--- src/rtl/imem_loader.sv ---
// Byte-stream to imem write-port loader: packs bytes little-endian into 32-bit words and
// issues one registered, byte-masked write per full or final partial word.

`ifndef INST_MEM_ADDR_WIDTH
`define INST_MEM_ADDR_WIDTH 10
`endif

module imem_loader #(
  parameter int unsigned ADDR_WIDTH = `INST_MEM_ADDR_WIDTH,
  parameter int unsigned LEN_WIDTH  = 16,
  parameter int unsigned XLEN       = 32  // only 32 is supported
) (
  input  logic                  clk,
  input  logic                  reset,
  input  logic                  start,
  input  logic [ADDR_WIDTH-1:0] base_addr,
  input  logic [LEN_WIDTH-1:0]  byte_len,
  input  logic                  in_valid,
  input  logic [7:0]            in_data,
  output logic                  in_ready,
  output logic [ADDR_WIDTH-1:0] adra,
  output logic [XLEN-1:0]       dina,
  output logic [3:0]            wea,
  output logic                  busy,
  output logic                  done,
  output logic                  wrap_err
);

  typedef enum logic [1:0] {StIdle, StRecv, StFlush} state_e;

  state_e                state_q, state_d;
  logic [ADDR_WIDTH-1:0] waddr_q, waddr_d;
  logic [LEN_WIDTH-1:0]  remaining_q, remaining_d;
  logic [1:0]            lane_q, lane_d;
  logic [XLEN-1:0]       acc_q, acc_d, acc_new;
  logic [3:0]            mask_q, mask_d, mask_new;
  logic [ADDR_WIDTH-1:0] adra_q, adra_d;
  logic [XLEN-1:0]       dina_q, dina_d;
  logic [3:0]            wea_q, wea_d;
  logic                  wrap_err_q, wrap_err_d;
  logic                  xfer, last_byte;

  assign in_ready  = (state_q == StRecv) && (remaining_q != '0);
  assign busy      = (state_q != StIdle);
  assign done      = (state_q == StFlush);
  assign adra      = adra_q;
  assign dina      = dina_q;
  assign wea       = wea_q;
  assign wrap_err  = wrap_err_q;
  assign xfer      = in_valid && in_ready;
  assign last_byte = (remaining_q == LEN_WIDTH'(1));

  always_comb begin
    state_d     = state_q;
    waddr_d     = waddr_q;
    remaining_d = remaining_q;
    lane_d      = lane_q;
    acc_d       = acc_q;
    mask_d      = mask_q;
    adra_d      = adra_q;
    dina_d      = dina_q;
    wea_d       = 4'b0000;
    wrap_err_d  = wrap_err_q;
    acc_new     = acc_q;
    mask_new    = mask_q | (4'b0001 << lane_q);
    acc_new[{lane_q, 3'b000} +: 8] = in_data;

    unique case (state_q)
      StIdle: begin
        if (start) begin
          wrap_err_d = 1'b0;
          if (byte_len != '0) begin
            waddr_d     = base_addr;
            remaining_d = byte_len;
            lane_d      = 2'd0;
            acc_d       = '0;
            mask_d      = 4'b0000;
            state_d     = StRecv;
          end else begin
            state_d = StFlush;
          end
        end
      end
      StRecv: begin
        if (xfer) begin
          remaining_d = remaining_q - LEN_WIDTH'(1);
          lane_d      = lane_q + 2'd1;
          if (lane_q == 2'd3 || last_byte) begin
            adra_d  = waddr_q;
            dina_d  = acc_new;
            wea_d   = mask_new;
            acc_d   = '0;
            mask_d  = 4'b0000;
            waddr_d = waddr_q + ADDR_WIDTH'(1);
            // Wrapping only matters if more bytes will land at the wrapped address.
            if ((&waddr_q) && !last_byte) wrap_err_d = 1'b1;
          end else begin
            acc_d  = acc_new;
            mask_d = mask_new;
          end
          if (last_byte) state_d = StFlush;
        end
      end
      StFlush: state_d = StIdle;
      default: state_d = StIdle;
    endcase
  end

  always_ff @(posedge clk or negedge reset) begin
    if (!reset) begin
      state_q     <= StIdle;
      waddr_q     <= '0;
      remaining_q <= '0;
      lane_q      <= 2'd0;
      acc_q       <= '0;
      mask_q      <= 4'b0000;
      adra_q      <= '0;
      dina_q      <= '0;
      wea_q       <= 4'b0000;
      wrap_err_q  <= 1'b0;
    end else begin
      state_q     <= state_d;
      waddr_q     <= waddr_d;
      remaining_q <= remaining_d;
      lane_q      <= lane_d;
      acc_q       <= acc_d;
      mask_q      <= mask_d;
      adra_q      <= adra_d;
      dina_q      <= dina_d;
      wea_q       <= wea_d;
      wrap_err_q  <= wrap_err_d;
    end
  end

endmodule

--- config.mk ---
export PLATFORM = sky130hd
export DESIGN_NAME = imem_loader
export DESIGN_NICKNAME = d
export VERILOG_FILES = /design/src/rtl/imem_loader.sv
export SDC_FILE = /design/constraint.sdc
export NUM_CORES = 1
export LEC_CHECK = 0
export BUFFER_PORTS_ARGS = -buffer_cell sky130_fd_sc_hd__buf_4
export CELL_PAD_IN_SITES_DETAIL_PLACEMENT = 0
export CELL_PAD_IN_SITES_GLOBAL_PLACEMENT = 1
export CORE_ASPECT_RATIO = 1.75
export CORE_UTILIZATION = 39
export DETAILED_ROUTE_END_ITERATION = 12
export HOLD_SLACK_MARGIN = 0.08
export PLACE_DENSITY_LB_ADDON = 0.1
export SLEW_MARGIN = 20
export SYNTH_ARGS = -nofsm -noshare
export SYNTH_HDL_FRONTEND = slang
export SYNTH_SLANG_ARGS = --single-unit
--- constraint.sdc ---
create_clock -name clk -period 2.19 [get_ports clk]
set_input_delay 0.3285 -clock clk [delete_from_list [all_inputs] [get_ports clk]]
set_output_delay 0.3285 -clock clk [all_outputs]
set_load 0.01 [all_outputs]
# Word-level counts from Yosys, hierarchy flattened
# Cells that the tools add are included.
# Widths: inputs -> output; s select.
# classes
add_sub_neg	4
eq_ne	10
n_mux	37
shifts	3
n_reduce_logical	16
bitwise	1
# ops
cell	n
$mux 32	4
$pmux 32 s2	1
$mux 16	3
$mux 10	4
$bwmux 32	1
$pmux 16 s2	1
$reduce_bool 16->1	2
$shift 8x7->32 const A	1
$shiftx 8x7->32	1
$mux 4	7
$pmux 10 s2	1
$eq 16x1->1 const B	1
$sub 16x1->16 const B	1
$mux 2	7
$add 10x1->10 const B	1
$reduce_and 10->1	1
$reduce_and 5->1	2
$ne 2x2->1 const B	4
$pmux 2 s2	2
$pmux 4 s2	1
$neg 5->7	1
$reduce_and 3->1	2
$eq 2x2->1 const B	2
$mux 1	4
12 further kinds	16
# totals
out_inout_bits	50
in_bits	38
word_cells	81
reg_bits	113

# Longest topological paths before layout
# Gate-level depths: netlist (run 1).
# logic_depth
ltp_word	7
mapped_depth	9
ltp_nobuf	7

# Worst setup path before layout (run 1)
# No wires, ideal clock.
# synth_timing
path_type	reg2reg
start	register remaining_q[0]
end	register adra_q[4] (netlist: adra[4])
setup_time_ps	125
period_less_slack_ps	2335
n_path_buf	2
arrival_time_ps	2210
required_time_ps	2065
stages_incl_launch_ff	9
setup_slack_ps	-145
cell_sequence	dfrtp_1 inv_1 ha_1 or4b_1 o41a_1 buf_6 nand3_2 buf_4 mux2_2
# synth_via
elab_chain_cells	4
elab_cells_between_ends	6
cone_classes	eq/ne: 1; reduce/logical: 5
# synth_lines
item	line_no	source
start, declared	33	logic [LEN_WIDTH-1:0] remaining_q, remaining_d;
start signal, assigned	124	remaining_q <= remaining_d;
$reduce_bool 16->1	43	assign in_ready = (state_q == StRecv) && (remaining_q != '0);
$logic_and 1x1->1	43	
$logic_and 1x1->1	50	assign xfer = in_valid && in_ready;
$reduce_and 3->1 (no source line) *	n/a	
end signal, assigned	128	adra_q <= adra_d;
end, declared	37	logic [ADDR_WIDTH-1:0] adra_q, adra_d;
# Mark *: on every way between the ends. The rest lies on a longest branch, timed or not.
# A chain may end at the register's enable or synchronous reset.

# Worst setup path after layout (run 1)
# layout_timing
start	register remaining_q[1]
end	register adra_q[7] (netlist: adra[7])
# The elaborated chain is that of the path after synthesis.

==> impl_metrics.py, run 1 <==
metrics = {
    "run_status": {
        "outcome": "complete, but fails checks",
        "violations": "negative setup slack",
    },
    "final_layout": {
        "multiInputGateArea_um2": 3080,
        "nets": 815,
        "area_growth_pct": 48.9,
        "drive_gt1_share_pct": 42.8,
        "antenna_cells": 0,
        "fin_util_pct": 59.8,
        "n_fill_cell": 1217,
        "regArea_um2": 2830,
    },
    "synthesis": {
        "synth.mux.area_fraction_pct": 7.87,
        "synthXorXnorAreaFrac_pct": 0,
        "yosys.area_share.simple_pct": 14.9,
        "ys_types": 58,
        "avgSynthCellArea_um2": 9.86,
        "yosys_warnings": 0,
        "synth_flop_cell": "dfrtp_1",
        "seq_area_frac_synth_pct": 48.8,
        "synth_adder_area_share_pct": 2.37,
        "ys_ff_latch": 113,
        "synth_compound_area_share_pct": 20.4,
        "synth_top_family_by_area": "compound AO/OA/AOI/OAI gates",
        "synth_nets": 637,
        "synth_edf_count": 0,
        "syn-cell-area_um2": 5800,
        "synthArstFlopShare_pct": 100,
        "synthCells": 588,
    },
    "pwr": {
        "peakVddDrop_uv": 681,
        "finalPower_uw": 10100,
        "pwr_density_cell_nw_per_um2": 1170,
        "p_leak_uw": 0.00389,
    },
    "sta": {
        "setup-tns-final_ns": -16.38,
        "setup_slack_ns": -0.244,
        "hold_viol": 0,
        "worst_clock_skew_ns": 0.00853,
        "hold_slack_ns": 0.209,
        "rsz0062_at_grt": "yes",
        "clock.fmax_mhz": 411,
        "tightest_slew_ns": 0.565,
        "fin_crit_ns": 2.43,
        "finalCritPeriodShare_pct": 111,
        "max_slew_margin_pct": 62.2,
        "setup-violations-final": 111,
        "slew_violations": 0,
    },
    "placement": {
        "gp_congestion": 0.817,
        "dp_hpwl_um": 11900,
        "portBuffers": 87,
    },
    "floorplanning": {
        "die_w_um": 94.2,
        "die_h_um": 163,
        "dieArea_um2": 15400,
        "core.rowCount": 58,
        "core_region_area_um2": 14400,
        "ios": 88,
        "start_util_pct": 40.2,
    },
    "clock_network": {
        "clock-sinks": 113,
        "cts_buffers": 17,
        "clk_latency_ns": 0.41,
        "cts-htree-levels": 4,
        "clock_path_buffers": 2,
        "clk_pin_slew_ns": 0.06,
        "cts_tree": "built",
        "cts_root_buf": "clkbuf_16",
    },
    "worst_hold_path": {
        "whs_path_depth": 3,
        "holdCritPathClass": "input port to register",
    },
    "grt": {
        "grt_overflow_total": 0,
        "antenna_found_initial": 0,
        "grt_util_all_layers_pct": 23.9,
        "grt_pass1_wl_um": 27700,
        "grt_pass1_vias": 5380,
        "grt_max_degree": 50,
    },
    "critical_path": {
        "crit_path_max_fanout": 6,
        "crit_required_ns": 2.47,
        "r2r_cells": 9,
        "critical_path_class": "register to register",
        "cp-start-kind": "register",
        "arrival_ns": 2.72,
        "end_kind": "register",
    },
    "routing": {
        "drcViolationCount": 0,
        "via_per_inst": 5.48,
        "drtAntennaViolNets": 0,
        "via_count": 5253,
        "detail_route.iter0.violations": 240,
        "wl_um": 18000,
        "wl_per_cell_um": 18.8,
        "first_pass_iters": 4,
    },
    "run": {
        "maxCapViolCount": 0,
    },
}
[cell usage after synthesis, drive strengths merged, types with 4 or more instances]
cell type	instances	area (µm²)
nand2b	4	25.0
a21o	4	30.0
ha	11	138
clkbuf	30	123
o21ai	59	295
inv	33	124
a21oi	54	270
nor4	6	43.8
nand3	15	80.1
nor2	30	120
nor2b	13	81.3
dfrtp	113	2830
o22ai	16	100
nand2	65	251
or4	4	33.8
mux2	33	447
o211ai	5	37.5
buf	12	82.6
a32o	24	240
nor3	7	35.0
nand4	7	43.8
[registers in the layout, indices dropped and copies added (netlist names)]
| name | count |
|---|---|
| adra | 10 |
| waddr_q | 10 |
| lane_q | 2 |
| dina | 32 |
| state_q | 2 |
| acc_q | 32 |
| remaining_q | 16 |
| wrap_err | 1 |
| mask_q | 4 |
| wea | 4 |
[final timing paths]
| kind | from | to | slack [ns] |
|---|---|---|---|
| max | remaining_q[1] | adra[7] | -0.24 |
| min | base_addr[7] | waddr_q[7] | 0.21 |
| max reg2reg | remaining_q[1] | adra[7] | -0.24 |
| min reg2reg | dina[6] | dina[6] | 0.48 |
| max in group asynchronous | reset | wea[1] | 1.12 |
| min in group asynchronous | reset | adra[5] | 0.43 |
[power breakdown]
group	total, µW	internal [µW]	switching, µW
sequential	3280	2750	529
clock	2770	1800	965
combinational	4080	2150	1930
total	10100	6700	3430
[worst max-delay path: stages, from the launching register on]
cell	delay [ns]
dfrtp_1	0.39
inv_2	0.09
ha_4	0.12
or4b_4	0.46
o41a_1	0.43
buf_6	0.15
buf_6	0.12
nand3_4	0.12
buf_12	0.14
mux2_4	0.30
[cell type report]
class                      instances  share of cell area [%]
tap                              180                    2.61
clock inverter                    11                    1.61
clock buffer                      20                    5.17
sequential                       113                    32.7
inverter                          33                    1.43
timing repair buffer             199                    20.8
multi-input combinational        402                    35.7
[layer usage]
metal / GRT usage [%] / wire, µm
met2: 43.6 / 9940
met4: 9.37 / 418
met3: 4.00 / 680
met5: 0 / 0
met1: 27.0 / 7010
[cells by family after synthesis]
family | count (synthesis)
compound gates | 185
simple gates | 170
flops | 113
buf+inv | 75
mux | 34
fa+ha+maj | 11
[per-stage QoR]
stage          area, µm²  cells  setup slack [ns]
6_report            8630    958            -0.244
5_1_grt             8630    958            -0.292
4_1_cts             8160    941            -0.245
3_5_place_dp        7120    887            -0.487
3_3_place_gp        7120    887            -0.440
2_1_floorplan       5820    588            -0.124
[placed cells by master, fill, tap and decap left out, types with 4 or more instances in the layout]
cell	instances
a21oi_1	27
a21oi_2	21
a21oi_4	6
a32o_1	23
buf_12	11
buf_4	161
buf_6	19
clkbuf_16	19
clkinv_2	5
dfrtp_1	113
ha_1	9
inv_1	31
mux2_2	4
mux2_4	29
nand2_1	63
nand2b_1	4
nand3_1	13
nand4_1	7
nor2_1	25
nor2_4	4
nor2b_1	12
nor3_1	7
nor4_1	4
o211ai_1	5
o21ai_0	50
o21ai_1	7
o22ai_1	10
o22ai_2	5
[timing repair]
action / 4_1_cts / 5_1_grt
gates cloned: 4 / 4
pin swaps: 26 / 20
gates resized for setup: 49 / 69
buffers inserted: 19 / 13
endpoints found under the hold margin: 34 / 0
hold buffers: 1 / 0
endpoints found under the setup margin: 108 / 111
Power figures use the tool's default switching activity.
==> run 2: changes to the inputs <==
Settings changed: CORE_UTILIZATION 39 to 40.
==> impl_metrics.py, run 2 (synthesis results as in run 1) <==
metrics = {
    "critical_path": {
        "crit_path_max_fanout": 7,
        "end_kind": "register",
        "r2r_slack_ns": -0.19,
        "arrival_ns": 2.67,
        "crit_required_ns": 2.48,
        "cp-start-kind": "register",
        "critical_path_class": "register to register",
    },
    "floorplanning": {
        "start_util_pct": 41.3,
        "ios": 88,
        "core.rowCount": 57,
        "die_w_um": 93.0,
        "dieArea_um2": 15000,
        "die_h_um": 161,
        "core_region_area_um2": 14000,
    },
    "final_layout": {
        "nets": 793,
        "fin_util_pct": 60.2,
        "antenna_cells": 0,
        "layout_commonest_cell": "buf_4",
        "drive_gt1_share_pct": 43.3,
        "layout_common_cells": "151 x buf_4, 113 x dfrtp_1, 55 x nand2_1",
        "final_area_um2": 8460,
        "area_growth_pct": 45.9,
    },
    "sta": {
        "rsz0062_at_grt": "yes",
        "worst_clock_skew_ns": 0.0126,
        "clock.fmax_mhz": 421,
        "fin_crit_ns": 2.38,
        "max_slew_margin_pct": 62.3,
        "hold_viol": 0,
        "setup-violations-final": 109,
        "setup_slack_ns": -0.187,
        "tightest_slew_ns": 0.563,
        "finalCritPeriodShare_pct": 109,
        "slew_violations": 0,
    },
    "run_status": {
        "outcome": "complete, but fails checks",
        "violations": "negative setup slack",
    },
    "grt": {
        "grt_util_all_layers_pct": 24.4,
        "grt_pass1_wl_um": 28000,
        "antenna_found_initial": 0,
        "grt_max_degree": 50,
        "grt_overflow_total": 0,
        "grt_pass1_vias": 5414,
    },
    "pwr": {
        "p_leak_uw": 0.00378,
        "finalPower_uw": 9960,
        "peakVddDrop_uv": 585,
        "pwr_density_cell_nw_per_um2": 1180,
    },
    "clock_network": {
        "cts_root_buf": "clkbuf_16",
        "cts_tree": "built",
        "clock-sinks": 113,
        "clk_latency_ns": 0.41,
        "clk_pin_slew_ns": 0.06,
        "cts_buffers": 17,
        "clock_path_buffers": 2,
        "cts-htree-levels": 4,
    },
    "routing": {
        "drcViolationCount": 0,
        "via_count": 5209,
        "drtAntennaViolNets": 0,
        "detail_route.iter0.violations": 257,
        "wl_per_cell_um": 18.9,
        "first_pass_iters": 6,
        "wl_um": 17600,
        "via_per_inst": 5.58,
    },
    "placement": {
        "dp_hpwl_um": 11800,
        "placed_area_um2": 7120,
        "gp_congestion": 0.886,
        "portBuffers": 87,
    },
    "run": {
        "maxCapViolCount": 0,
    },
    "worst_hold_path": {
        "holdCritPathClass": "input port to register",
    },
}
-- run 2: repair_timing --
item                                    CTS  global route
endpoints found under the setup margin  110           112
cloned                                    4             1
buffers inserted                         13             0
hold buffers                              1             0
hold endpoints to repair                 33             0
resized for setup                        88            49
pin swaps                                21            15
-- run 2: layer usage --
metal,vias to the layer above,GRT usage [%],share of wire [%]
met3,29,4.43,4.2
met1,2604,28.6,39
met5,-,0,0
met4,0,10.6,3.0
met2,133,42.9,54
li1,2443,-,-
-- run 2: layout make-up --
type                       instances  area (µm²)
timing repair buffer             178        1570
multi-input combinational        401        3130
clock inverter                     9         106
inverter                          33         124
clock buffer                      22         484
fill                            1192        5590
sequential                       113        2830
tap                              177         221
-- run 2: path summary, 6_finish.rpt --
kind	start	endpoint	cells past startpoint
setup / recovery	remaining_q[7]	adra[6]	6
hold / removal	base_addr[7]	waddr_q[7]	3
setup reg to reg	remaining_q[7]	adra[6]	6
hold reg to reg	acc_q[4]	acc_q[4]	1
max in group asynchronous	reset	remaining_q[2]	3
min in group asynchronous	reset	waddr_q[5]	2
-- run 2: report_power, final --
part / switching, µW / internal (µW)
sequential: 587 / 2750
clock: 972 / 1780
combinational: 1880 / 1990
total: 3430 / 6520
-- run 2: critical path: stages, from the launching register on --
cell and delay, ns:
dfrtp_1 0.42, or4_4 0.57, o41a_1 0.49, buf_6 0.16, nand3_4 0.14, buf_12 0.16
mux2_4 0.30
-- run 2: through the flow --
| stage | hold WS [ns] | std cells | worst slack [ns] | TNS [ns] |
|---|---|---|---|---|
| floorplan | 0.0329 | 588 | -0.124 | -3.14 |
| global placement | 0.321 | 885 | -0.400 | -26.54 |
| detailed placement | 0.324 | 885 | -0.447 | -30.24 |
| CTS | 0.215 | 934 | -0.152 | -11.17 |
| global route | 0.231 | 933 | -0.240 | -21.29 |
| finish | 0.222 | 933 | -0.187 | -13.71 |
